`src/rtl/siteswap_decoder_if.sv`:
```
`default_nettype none
// +--------------------------------------------------------------------------+
// | Module      : siteswap_decoder_if                                        |
// | Description : Frame/ball-position input bundle and decoded-digit output  |
// |               stream of the siteswap decoder.                            |
// |               master : ball tracker / digit consumer side                |
// |               slave  : siteswap_decoder side                             |
// | Signals     : nf_in, ball_x_in[6:0], ball_y_in[6:0], ball_valid,         |
// |               catch_y_in, num_balls, frame_per_beat, digit_ready (in);   |
// |               digit_out, digit_ball_out, digit_valid, overflow,          |
// |               frame_drop (out)                                           |
// | Revision    : 1.0 - initial release                                      |
// +--------------------------------------------------------------------------+
interface siteswap_decoder_if;
    logic             nf_in;
    logic [6:0][10:0] ball_x_in;
    logic [6:0][9:0]  ball_y_in;
    logic             ball_valid;
    logic [9:0]       catch_y_in;
    logic [2:0]       num_balls;
    logic [14:0]      frame_per_beat;
    logic [2:0]       digit_out;
    logic [2:0]       digit_ball_out;
    logic             digit_valid;
    logic             digit_ready;
    logic             overflow;
    logic             frame_drop;

    modport master (
        output nf_in, ball_x_in, ball_y_in, ball_valid, catch_y_in,
               num_balls, frame_per_beat, digit_ready,
        input  digit_out, digit_ball_out, digit_valid, overflow, frame_drop
    );

    modport slave (
        input  nf_in, ball_x_in, ball_y_in, ball_valid, catch_y_in,
               num_balls, frame_per_beat, digit_ready,
        output digit_out, digit_ball_out, digit_valid, overflow, frame_drop
    );
endinterface
`default_nettype wire

```
`src/rtl/siteswap_decoder.sv`:
```
`default_nettype none
// +--------------------------------------------------------------------------+
// | Module      : siteswap_decoder                                           |
// | Description : Recovers siteswap throw digits from per-frame ball screen  |
// |               positions. Each ball is tracked IN_HAND/AIRBORNE with a    |
// |               beat-quantised flight timer; on a catch the rounded beat   |
// |               count is pushed into a small digit FIFO.                   |
// | Ports       : clk_in  - system clock                                     |
// |               rst_in  - synchronous active-high reset                    |
// |               bus     - siteswap_decoder_if.slave (frame inputs, digit   |
// |                         stream, sticky overflow / frame_drop flags)      |
// | Options     : SITESWAP_HOLD_DETECT_EN - when defined, balls held in hand |
// |               for two beats report a digit 2.                            |
// | Revision    : 1.0 - initial release                                      |
// +--------------------------------------------------------------------------+
module siteswap_decoder #(
    parameter int THRESH     = 20,
    parameter int FIFO_DEPTH = 8
) (
    input  logic                clk_in,
    input  logic                rst_in,
    siteswap_decoder_if.slave   bus
);

    localparam int          c_AW        = $clog2(FIFO_DEPTH);
    localparam logic [10:0] c_THRESH    = 11'(THRESH);
    localparam logic [2:0]  c_LAST_BALL = 3'd6;

    // ------------------------------------------------------------------
    // Frame sequencer
    // ------------------------------------------------------------------
    typedef enum logic [0:0] {
        ST_IDLE = 1'b0,
        ST_SCAN = 1'b1
    } state_t;

    state_t      r_state;
    state_t      w_state_nx;
    logic        w_latch;
    logic        w_scan;
    logic        w_drop;

    logic [2:0]  r_idx;
    logic [9:0]  r_y [0:6];
    logic [9:0]  r_catch;
    logic [2:0]  r_nb;
    logic [14:0] r_fpb;

    always_ff @(posedge clk_in) begin
        if (rst_in) begin
            r_state <= ST_IDLE;
        end else begin
            r_state <= w_state_nx;
        end
    end

    always_comb begin
        w_state_nx = r_state;
        w_latch    = 1'b0;
        w_scan     = 1'b0;
        w_drop     = 1'b0;
        case (r_state)
            ST_IDLE: begin
                // A frame without valid positions is skipped entirely.
                if (bus.nf_in && bus.ball_valid) begin
                    w_latch    = 1'b1;
                    w_state_nx = ST_SCAN;
                end
            end
            ST_SCAN: begin
                w_scan = 1'b1;
                w_drop = bus.nf_in;
                if (r_idx == c_LAST_BALL) begin
                    w_state_nx = ST_IDLE;
                end
            end
            default: begin
                w_state_nx = ST_IDLE;
            end
        endcase
    end

    // Frame snapshot; the scan walks this copy, not the live inputs.
    always_ff @(posedge clk_in) begin
        if (rst_in) begin
            r_idx   <= 3'd0;
            r_catch <= 10'd0;
            r_nb    <= 3'd0;
            r_fpb   <= 15'd1;
            for (int i = 0; i < 7; i++) begin
                r_y[i] <= 10'd0;
            end
        end else if (w_latch) begin
            r_idx   <= 3'd0;
            r_catch <= bus.catch_y_in;
            r_nb    <= bus.num_balls;
            r_fpb   <= (bus.frame_per_beat == 15'd0) ? 15'd1 : bus.frame_per_beat;
            for (int i = 0; i < 7; i++) begin
                r_y[i] <= bus.ball_y_in[i];
            end
        end else if (w_scan) begin
            r_idx <= r_idx + 3'd1;
        end
    end

    // ------------------------------------------------------------------
    // Per-ball tracking, one ball per scan cycle
    // ------------------------------------------------------------------
    logic        r_air   [0:6];
    logic [14:0] r_sub   [0:6];
    logic [2:0]  r_beats [0:6];

    logic        w_active;
    logic [9:0]  w_y;
    logic        w_air;
    logic [14:0] w_sub;
    logic [2:0]  w_beats;
    logic [10:0] w_thr;
    logic        w_rise;
    logic [14:0] w_sub_inc;
    logic [14:0] w_sub_adv;
    logic [2:0]  w_beats_adv;
    logic        w_half;
    logic [3:0]  w_digit_sum;
    logic [2:0]  w_digit;
    logic        w_air_nx;
    logic [14:0] w_sub_nx;
    logic [2:0]  w_beats_nx;
    logic        w_push;
    logic [5:0]  w_push_data;

    always_comb begin
        w_active    = w_scan && (r_idx < r_nb);
        w_y         = r_y[r_idx];
        w_air       = r_air[r_idx];
        w_sub       = r_sub[r_idx];
        w_beats     = r_beats[r_idx];

        // Signed 11-bit threshold: a catch line closer than THRESH to the
        // top of the screen goes negative and no ball can ever rise above it.
        w_thr       = {1'b0, r_catch} - c_THRESH;
        w_rise      = $signed({1'b0, w_y}) < $signed(w_thr);

        w_sub_inc   = w_sub + 15'd1;
        w_sub_adv   = w_sub_inc;
        w_beats_adv = w_beats;
        if (w_sub_inc == r_fpb) begin
            w_sub_adv   = 15'd0;
            w_beats_adv = (w_beats == 3'd7) ? 3'd7 : w_beats + 3'd1;
        end

        // Round to the nearest beat using the post-increment remainder.
        w_half      = (w_sub_adv >= (r_fpb >> 1));
        w_digit_sum = {1'b0, w_beats_adv} + {3'b000, w_half};
        w_digit     = (w_digit_sum > 4'd7) ? 3'd7 : w_digit_sum[2:0];

        w_air_nx    = w_air;
        w_sub_nx    = w_sub;
        w_beats_nx  = w_beats;
        w_push      = 1'b0;
        w_push_data = 6'd0;

        if (w_active) begin
            if (!w_air) begin
                if (w_rise) begin
                    w_air_nx   = 1'b1;
                    w_sub_nx   = 15'd0;
                    w_beats_nx = 3'd0;
                end
`ifdef SITESWAP_HOLD_DETECT_EN
                else if ((w_beats_adv == 3'd2) && (w_sub_adv == 15'd0)) begin
                    // Two full beats in hand: a held "2" throw.
                    w_push      = 1'b1;
                    w_push_data = {r_idx, 3'd2};
                    w_sub_nx    = 15'd0;
                    w_beats_nx  = 3'd0;
                end else begin
                    w_sub_nx   = w_sub_adv;
                    w_beats_nx = w_beats_adv;
                end
`endif
            end else if (w_rise) begin
                w_sub_nx   = w_sub_adv;
                w_beats_nx = w_beats_adv;
            end else begin
                // Catch: the catch frame itself counts towards airtime.
                w_air_nx   = 1'b0;
                w_sub_nx   = 15'd0;
                w_beats_nx = 3'd0;
                if (w_digit != 3'd0) begin
                    w_push      = 1'b1;
                    w_push_data = {r_idx, w_digit};
                end
            end
        end
    end

    always_ff @(posedge clk_in) begin
        if (rst_in) begin
            for (int i = 0; i < 7; i++) begin
                r_air[i]   <= 1'b0;
                r_sub[i]   <= 15'd0;
                r_beats[i] <= 3'd0;
            end
        end else if (w_active) begin
            r_air[r_idx]   <= w_air_nx;
            r_sub[r_idx]   <= w_sub_nx;
            r_beats[r_idx] <= w_beats_nx;
        end
    end

    // ------------------------------------------------------------------
    // Digit FIFO: {ball[2:0], digit[2:0]} entries
    // ------------------------------------------------------------------
    logic [5:0]    r_mem [0:FIFO_DEPTH-1];
    logic [c_AW:0] r_wptr;
    logic [c_AW:0] r_rptr;
    logic          r_overflow;
    logic          r_frame_drop;
    logic          w_empty;
    logic          w_full;
    logic          w_pop;
    logic          w_wr;
    logic [5:0]    w_head;

    always_comb begin
        w_empty = (r_wptr == r_rptr);
        w_full  = (r_wptr[c_AW] != r_rptr[c_AW]) &&
                  (r_wptr[c_AW-1:0] == r_rptr[c_AW-1:0]);
        w_pop   = !w_empty && bus.digit_ready;
        // A pop in the same cycle frees the slot the push needs.
        w_wr    = w_push && (!w_full || w_pop);
        w_head  = r_mem[r_rptr[c_AW-1:0]];
    end

    always_ff @(posedge clk_in) begin
        if (w_wr) begin
            r_mem[r_wptr[c_AW-1:0]] <= w_push_data;
        end
    end

    always_ff @(posedge clk_in) begin
        if (rst_in) begin
            r_wptr       <= '0;
            r_rptr       <= '0;
            r_overflow   <= 1'b0;
            r_frame_drop <= 1'b0;
        end else begin
            if (w_wr) begin
                r_wptr <= r_wptr + 1'b1;
            end
            if (w_pop) begin
                r_rptr <= r_rptr + 1'b1;
            end
            if (w_push && !w_wr) begin
                r_overflow <= 1'b1;
            end
            if (w_drop) begin
                r_frame_drop <= 1'b1;
            end
        end
    end

    // Head fields are forced to zero while empty so the idle outputs are clean.
    assign bus.digit_valid    = !w_empty;
    assign bus.digit_out      = w_empty ? 3'd0 : w_head[2:0];
    assign bus.digit_ball_out = w_empty ? 3'd0 : w_head[5:3];
    assign bus.overflow       = r_overflow;
    assign bus.frame_drop     = r_frame_drop;

endmodule
`default_nettype wire

```
`src/flat_wrapper.sv`:
```
// flat-port wrapper written by rule: the top's interface ports become plain ports
module siteswap_decoder_flat 
#(
    parameter int THRESH     = 20,
    parameter int FIFO_DEPTH = 8
)
  (clk_in, rst_in, bus_nf_in, bus_ball_x_in, bus_ball_y_in, bus_ball_valid, bus_catch_y_in, bus_num_balls, bus_frame_per_beat, bus_digit_ready, bus_digit_out, bus_digit_ball_out, bus_digit_valid, bus_overflow, bus_frame_drop);
  siteswap_decoder_if bus_i ();
  input  logic clk_in;
  input  logic rst_in;
  input wire logic [$bits(bus_i.nf_in)-1:0] bus_nf_in;
  input wire logic [$bits(bus_i.ball_x_in)-1:0] bus_ball_x_in;
  input wire logic [$bits(bus_i.ball_y_in)-1:0] bus_ball_y_in;
  input wire logic [$bits(bus_i.ball_valid)-1:0] bus_ball_valid;
  input wire logic [$bits(bus_i.catch_y_in)-1:0] bus_catch_y_in;
  input wire logic [$bits(bus_i.num_balls)-1:0] bus_num_balls;
  input wire logic [$bits(bus_i.frame_per_beat)-1:0] bus_frame_per_beat;
  input wire logic [$bits(bus_i.digit_ready)-1:0] bus_digit_ready;
  output wire logic [$bits(bus_i.digit_out)-1:0] bus_digit_out;
  output wire logic [$bits(bus_i.digit_ball_out)-1:0] bus_digit_ball_out;
  output wire logic [$bits(bus_i.digit_valid)-1:0] bus_digit_valid;
  output wire logic [$bits(bus_i.overflow)-1:0] bus_overflow;
  output wire logic [$bits(bus_i.frame_drop)-1:0] bus_frame_drop;
  assign bus_i.nf_in = bus_nf_in;
  assign bus_i.ball_x_in = bus_ball_x_in;
  assign bus_i.ball_y_in = bus_ball_y_in;
  assign bus_i.ball_valid = bus_ball_valid;
  assign bus_i.catch_y_in = bus_catch_y_in;
  assign bus_i.num_balls = bus_num_balls;
  assign bus_i.frame_per_beat = bus_frame_per_beat;
  assign bus_i.digit_ready = bus_digit_ready;
  assign bus_digit_out = bus_i.digit_out;
  assign bus_digit_ball_out = bus_i.digit_ball_out;
  assign bus_digit_valid = bus_i.digit_valid;
  assign bus_overflow = bus_i.overflow;
  assign bus_frame_drop = bus_i.frame_drop;
  siteswap_decoder #(.THRESH(THRESH), .FIFO_DEPTH(FIFO_DEPTH)) u_core (.clk_in(clk_in), .rst_in(rst_in), .bus(bus_i));
endmodule
```
`config.mk`:
```
export PLATFORM = sky130hd
export DESIGN_NAME = siteswap_decoder_flat
export DESIGN_NICKNAME = d
export VERILOG_FILES = /design/src/rtl/siteswap_decoder_if.sv /design/src/rtl/siteswap_decoder.sv /design/src/flat_wrapper.sv
export SDC_FILE = /design/constraint.sdc
export NUM_CORES = 1
export LEC_CHECK = 0
export ABC_AREA = 0
export BUFFER_PORTS_ARGS = -buffer_cell sky130_fd_sc_hd__clkbuf_2
export CORE_MARGIN = 5
export CORE_UTILIZATION = 39
export CTS_BUF_LIST = sky130_fd_sc_hd__clkbuf_16
export CTS_CLUSTER_DIAMETER = 30
export CTS_CLUSTER_SIZE = 28
export DETAILED_ROUTE_END_ITERATION = 7
export PLACE_DENSITY = 0.63
export SLEW_MARGIN = 25
export SYNTH_ARGS = -nofsm -noshare
export SYNTH_HDL_FRONTEND = slang
export SYNTH_SLANG_ARGS = --single-unit
```
`constraint.sdc`:
```
create_clock -name clk_in -period 9 [get_ports clk_in]
set_input_delay 0.45 -clock clk_in [delete_from_list [all_inputs] [get_ports clk_in]]
set_output_delay 0.45 -clock clk_in [all_outputs]
set_load 0.01 [all_outputs]
```
## After elaboration in Yosys (flattened, before gate mapping)

Memories as Yosys holds them, arrays and structs flattened. A register that Yosys moved wholly into a read port is not among the register bits.
Cells that the tools add are included.
Widths: inputs -> output; s select.

- Flip-flop bits (word level): 42
- Bits in latches: 0
- Memory bits (writable): 251
- ROM bits: 0
- Input port bits: 180
- Output and inout port bits: 9
- Logic and storage cells: 122
- Memories: 5

Memory list:

| name | depth | bits a word | read ports | clocked after memory_dff | wr ports | RTL line | source |
|---|---|---|---|---|---|---|---|
| u_core.r_sub | 7 | 15 | 1 | 1 | 7 | siteswap_decoder.sv:110 | `logic [14:0] r_sub [0:6];` |
| u_core.r_y | 7 | 10 | 1 | 1 | 7 | siteswap_decoder.sv:44 | `logic [9:0] r_y [0:6];` |
| u_core.r_mem | 8 | 6 | 1 | 1 | 1 | siteswap_decoder.sv:215 | `logic [5:0] r_mem [0:FIFO_DEPTH-1];` |
| u_core.r_beats | 7 | 3 | 1 | 1 | 7 | siteswap_decoder.sv:111 | `logic [2:0] r_beats [0:6];` |
| u_core.r_air | 7 | 1 | 1 | 1 | 7 | siteswap_decoder.sv:109 | `logic r_air [0:6];` |

- Add/sub/neg operators: 7
- $mul: 0
- Div/mod/pow operators: 0
- Magnitude comparators: 4
- Eq/ne operators: 6
- Shift-type cells: 0
- Muxes and demuxes: 67
- Bitwise logic cells: 8
- Reduce and logical (&&, ||, !) cells: 16

Operators with widths:

| kind | count |
|---|---|
| $mux 15 | 7 |
| $mux 10 | 7 |
| $mux 3 | 23 |
| $mux 1 | 25 |
| $mux 6 | 4 |
| $add 15x1->15 const B | 1 |
| $eq 15x15->1 | 1 |
| $ge 15x14->1 | 1 |
| $logic_not 15->1 | 1 |
| $reduce_or 15->1 | 1 |
| $lt 11x11->1 | 1 |
| $sub 10x5->11 const B | 1 |
| $add 4x1->4 const B | 2 |
| $or 1x1->1 | 7 |
| $add 3x1->3 const B | 2 |
| $eq 3x3->1 const B | 2 |
| $logic_and 1x1->1 | 6 |
| $add 3x1->4 | 1 |
| $eq 4x4->1 | 1 |
| $gt 4x3->1 const B | 1 |
| $eq 3x3->1 | 1 |
| $logic_not 1->1 | 3 |
| $lt 3x3->1 | 1 |
| $reduce_bool 3->1 | 1 |
| other kinds (7) | 7 |

## Longest topological paths before layout

- Word-level depth: 15
- Mapped depth: 36
- Depth with buffers taken out: 30

## Least setup slack after synthesis

No wires, ideal clock.

- Path kind: register -> register
- Start: reg (tool-made name)
- End: mem u_core.r_mem[1][0], enable pin
- Library setup time: 388 ps
- Arrival time: 8013 ps
- Data required time: 8612 ps
- Setup slack: 599 ps
- Stages on the path, launching flop included: 36
- Path buffers: 8
- Clock period less this slack: 8401 ps
- Path through: dfxtp_1 -> buf_6 -> buf_12 -> buf_2 -> buf_2 -> buf_2 -> clkbuf_1 -> mux2_2 -> ha_1 -> inv_1 -> nor2_1 -> nand2_1 -> xnor3_1 -> or4_1 -> a2111o_1 -> nor3_1 -> clkbuf_1 -> nor2_1 -> ha_1 -> o21a_1 -> o21a_1 -> o21a_1 -> o21ai_0 -> a21boi_0 -> o21a_1 -> o21ai_0 -> nand2b_1 -> a21oi_1 -> o21ai_0 -> a31o_2 -> ha_1 -> ha_1 -> xor2_1 -> o31ai_4 -> buf_6 -> nor4b_1

RTL lines:

| what | RTL line |
|---|---|
| end: declaration | siteswap_decoder.sv:215 |

==> impl_metrics.tcl <==
set metrics [dict create \
    cts_hold_buf 0 \
    cp-start-kind "flop" \
    syn_area_um2 15500 \
    ant_nets 0 \
    ys_warn_count 0 \
    synth_edf_count 251 \
    min_period_ns 7.83 \
    h-tree-depth 2 \
    dr.first_iter.drc_count 743 \
    nets 1564 \
    clkSinkCount 318 \
    fin_ws_ns 1.17 \
    gp_congestion 0.878 \
    synth.top_cell.area_share_pct 48.5 \
    rsz0062_at_grt "false" \
    first_global_vias 10500 \
    clk_latency_ns 0.57 \
    track_usage_pct 17.0 \
    cp_data_required_time_ns 9.18 \
    final_area_um2 18500 \
    cts_buffer_depth 3 \
    synth_common_cells "edfxtp_1, nor2_1, dfxtp_1" \
    grt_pass1_wl_um 58900 \
    num_vias 10100 \
    ir_drop_v 0.000176 \
    setup_viol 0 \
    grt_max_degree 77 \
    crit_type "flop to flop" \
    rows 73 \
    status "completed" \
    fillers 3475 \
    post_cts_buffers 0 \
    cts_buffers 58 \
    max_freq_ghz 0.128 \
    clkTransAtPathRegs_ns 0.04 \
    portBuffers 111 \
    preCtsSetupSlack_ns 1.13 \
    critical_path_arrival_ns 8.01 \
    hold_class "input port to flop" \
    min_from "bus_catch_y_in[1]" \
    core_area_um2 39500 \
    worstSetupEndpointType "flop" \
    max_cap_viol_count 0 \
    yosys_register_bits 318 \
    hpwl_um 25200 \
    crit_fanout 15 \
    die_w_um 210 \
    ys_seq_area_share_pct 57.1 \
    vias_per_cell 5.28 \
    cts-root-buf "clkbuf_16" \
    p_leak_nw 6.68 \
    synthCells 1223 \
    yosysTopAreaCell "edfxtp_1" \
    pin_count 189 \
    initial_core_util_pct 39.3 \
    crit_family "compound AO/OA/AOI/OAI gates" \
    tightest_slew_ns 0.961 \
    antenna_cells 0 \
    hold_viol_final 0 \
    cts_tree "built" \
    post_drt_wl_per_cell_um 19.5 \
    grt-ovfl-total 0 \
    wl_um 37500 \
    placed_cell_area_um2 16700 \
    skew_ns 0.0142 \
    drc 0 \
    seq_area_um2 8880 \
    dr.pass1.iters 5 \
    synth-async-reset-ratio_pct 0 \
    multi_input_area_um2 6170 \
    synth_flop_cell "edfxtp_1" \
    final.setup.tns_ns 0 \
    hold_slack_ns 0.107 \
    synth.most_common_cell "edfxtp_1" \
    die_h_um 210 \
    syn_area_per_cell_um2 12.7 \
    antenna_found_initial 0 \
    area_growth_syn_to_layout_pct 18.9 \
    critPathBufInv 3 \
    max-slew-margin-rel_pct 35.9 \
    fp.dieArea_um2 43900 \
    synth_area_leaders "edfxtp_1, dfxtp_1, mux4_2" \
    cts_resized 0 \
    critical_path.max_stage_delay_ns 0.69 \
    syn_nets 1437 \
    drive_gt1_share_pct 24.2 \
    finalMaxSlewViolations 0 \
    synth_cell_type_count 79 \
    critPathSlowestCell "nor3_1" \
    min_period_over_period_pct 87.0 \
    power_density_nw_per_um2 218 \
]
==> per-layer routing <==
| metal | GRT usage, % | share of wire [%] | vias to the layer above |
|---|---|---|---|
| li1 | - | - | 4787 |
| met1 | 22.0 | 42 | 5023 |
| met2 | 29.3 | 50 | 285 |
| met3 | 3.18 | 5.6 | 51 |
| met4 | 4.88 | 1.9 | 0 |
| met5 | 0 | 0 | - |
==> layout by cell type (no fill, tap or decap), types with 7 or more instances in the layout <==
| cell | netlist | layout |
|---|---|---|
| edfxtp_1 | 251 | 251 |
| nor2_1 | 172 | 171 |
| clkbuf_2 | 0 | 111 |
| and2_1 | 66 | 66 |
| dfxtp_1 | 67 | 64 |
| clkbuf_16 | 0 | 59 |
| nand2_1 | 64 | 58 |
| inv_1 | 45 | 51 |
| o21ai_0 | 51 | 51 |
| mux4_2 | 49 | 49 |
| a21oi_1 | 45 | 45 |
| ha_1 | 34 | 34 |
| mux2i_1 | 32 | 32 |
| buf_4 | 1 | 29 |
| nor2b_1 | 24 | 24 |
| xnor2_1 | 24 | 24 |
| nand3_1 | 22 | 22 |
| mux2_2 | 15 | 15 |
| mux4_1 | 13 | 13 |
| nor3_1 | 15 | 13 |
| clkinv_2 | 0 | 12 |
| a22o_1 | 11 | 11 |
| a31oi_1 | 9 | 9 |
| o21a_1 | 9 | 9 |
| nor4_1 | 10 | 9 |
| a211oi_1 | 9 | 9 |
| clkinv_1 | 0 | 9 |
| or3_1 | 8 | 8 |
| or2_2 | 8 | 8 |
| xor2_1 | 8 | 8 |
| inv_6 | 0 | 8 |
| nand4_1 | 7 | 7 |
| nand2b_1 | 7 | 7 |
| xnor3_1 | 7 | 7 |
==> cells by family after synthesis <==
| logic type | Yosys count | synth area share (%) |
|---|---|---|
| fa+ha+maj | 35 | 2.80 |
| simple gates | 426 | 13.4 |
| buf+inv | 118 | 3.42 |
| flops | 318 | 57.1 |
| mux | 114 | 13.0 |
| xor+xnor | 40 | 2.92 |
| compound gates | 172 | 7.37 |
==> state kept, by name (all words and copies together) (netlist names), named ones only <==
| signal | cells |
|---|---|
| u_core.bus.frame_drop | 1 |
| u_core.bus.overflow | 1 |
| u_core.r_air | 8 |
| u_core.r_beats | 24 |
| u_core.r_catch | 10 |
| u_core.r_fpb | 15 |
| u_core.r_idx | 3 |
| u_core.r_mem | 48 |
| u_core.r_nb | 3 |
| u_core.r_rptr | 4 |
| u_core.r_state | 1 |
| u_core.r_sub | 120 |
| u_core.r_wptr | 4 |
| u_core.r_y | 70 |
==> per-stage QoR <==
stage	cells	util [%]	power [mW]
after floorplan	1223	-	1.95
after global placement	1815	42.1	2.06
after detailed placement	1815	42.1	2.07
after CTS	1923	46.7	4.07
after global routing	1923	46.7	4.19
final	1923	46.7	4.04
==> report_power, final <==
group	switching (mW)	total (mW)	internal (mW)
logic	0.223	0.384	0.160
clock network	0.736	1.99	1.26
registers	0.0264	1.66	1.63
total	0.986	4.04	3.05
==> worst reg2reg max path, delay by kind of cell (launching register included) <==
family / cells / cell delay [ns]
AO/OA/AOI/OAI: 14 / 2.73
XOR/XNOR: 2 / 0.67
adder cells (fa/ha/maj): 4 / 0.97
buffers and inverters: 3 / 0.41
flip-flops: 1 / 0.58
multiplexers: 2 / 0.84
AND/OR/NAND/NOR: 5 / 1.24
==> area by class of cell <==
type	count	share of cell area (%)
sequential	318	48.1
multi-input combinational	787	33.4
clock buffer	59	7.99
timing repair buffer	140	4.18
tap	525	3.55
clock inverter	49	1.90
inverter	45	0.921
==> path summary, 6_finish.rpt <==
check | end | slack, ns | cells past startpoint
setup / recovery | u_core.r_mem[3][5] | 1.17 | 30
hold / removal | u_core.r_catch[1] | 0.11 | 3
setup reg to reg | u_core.r_mem[3][5] | 1.17 | 30
hold reg to reg | u_core.bus.frame_drop | 0.49 | 2
Power figures use the tool's default switching activity.
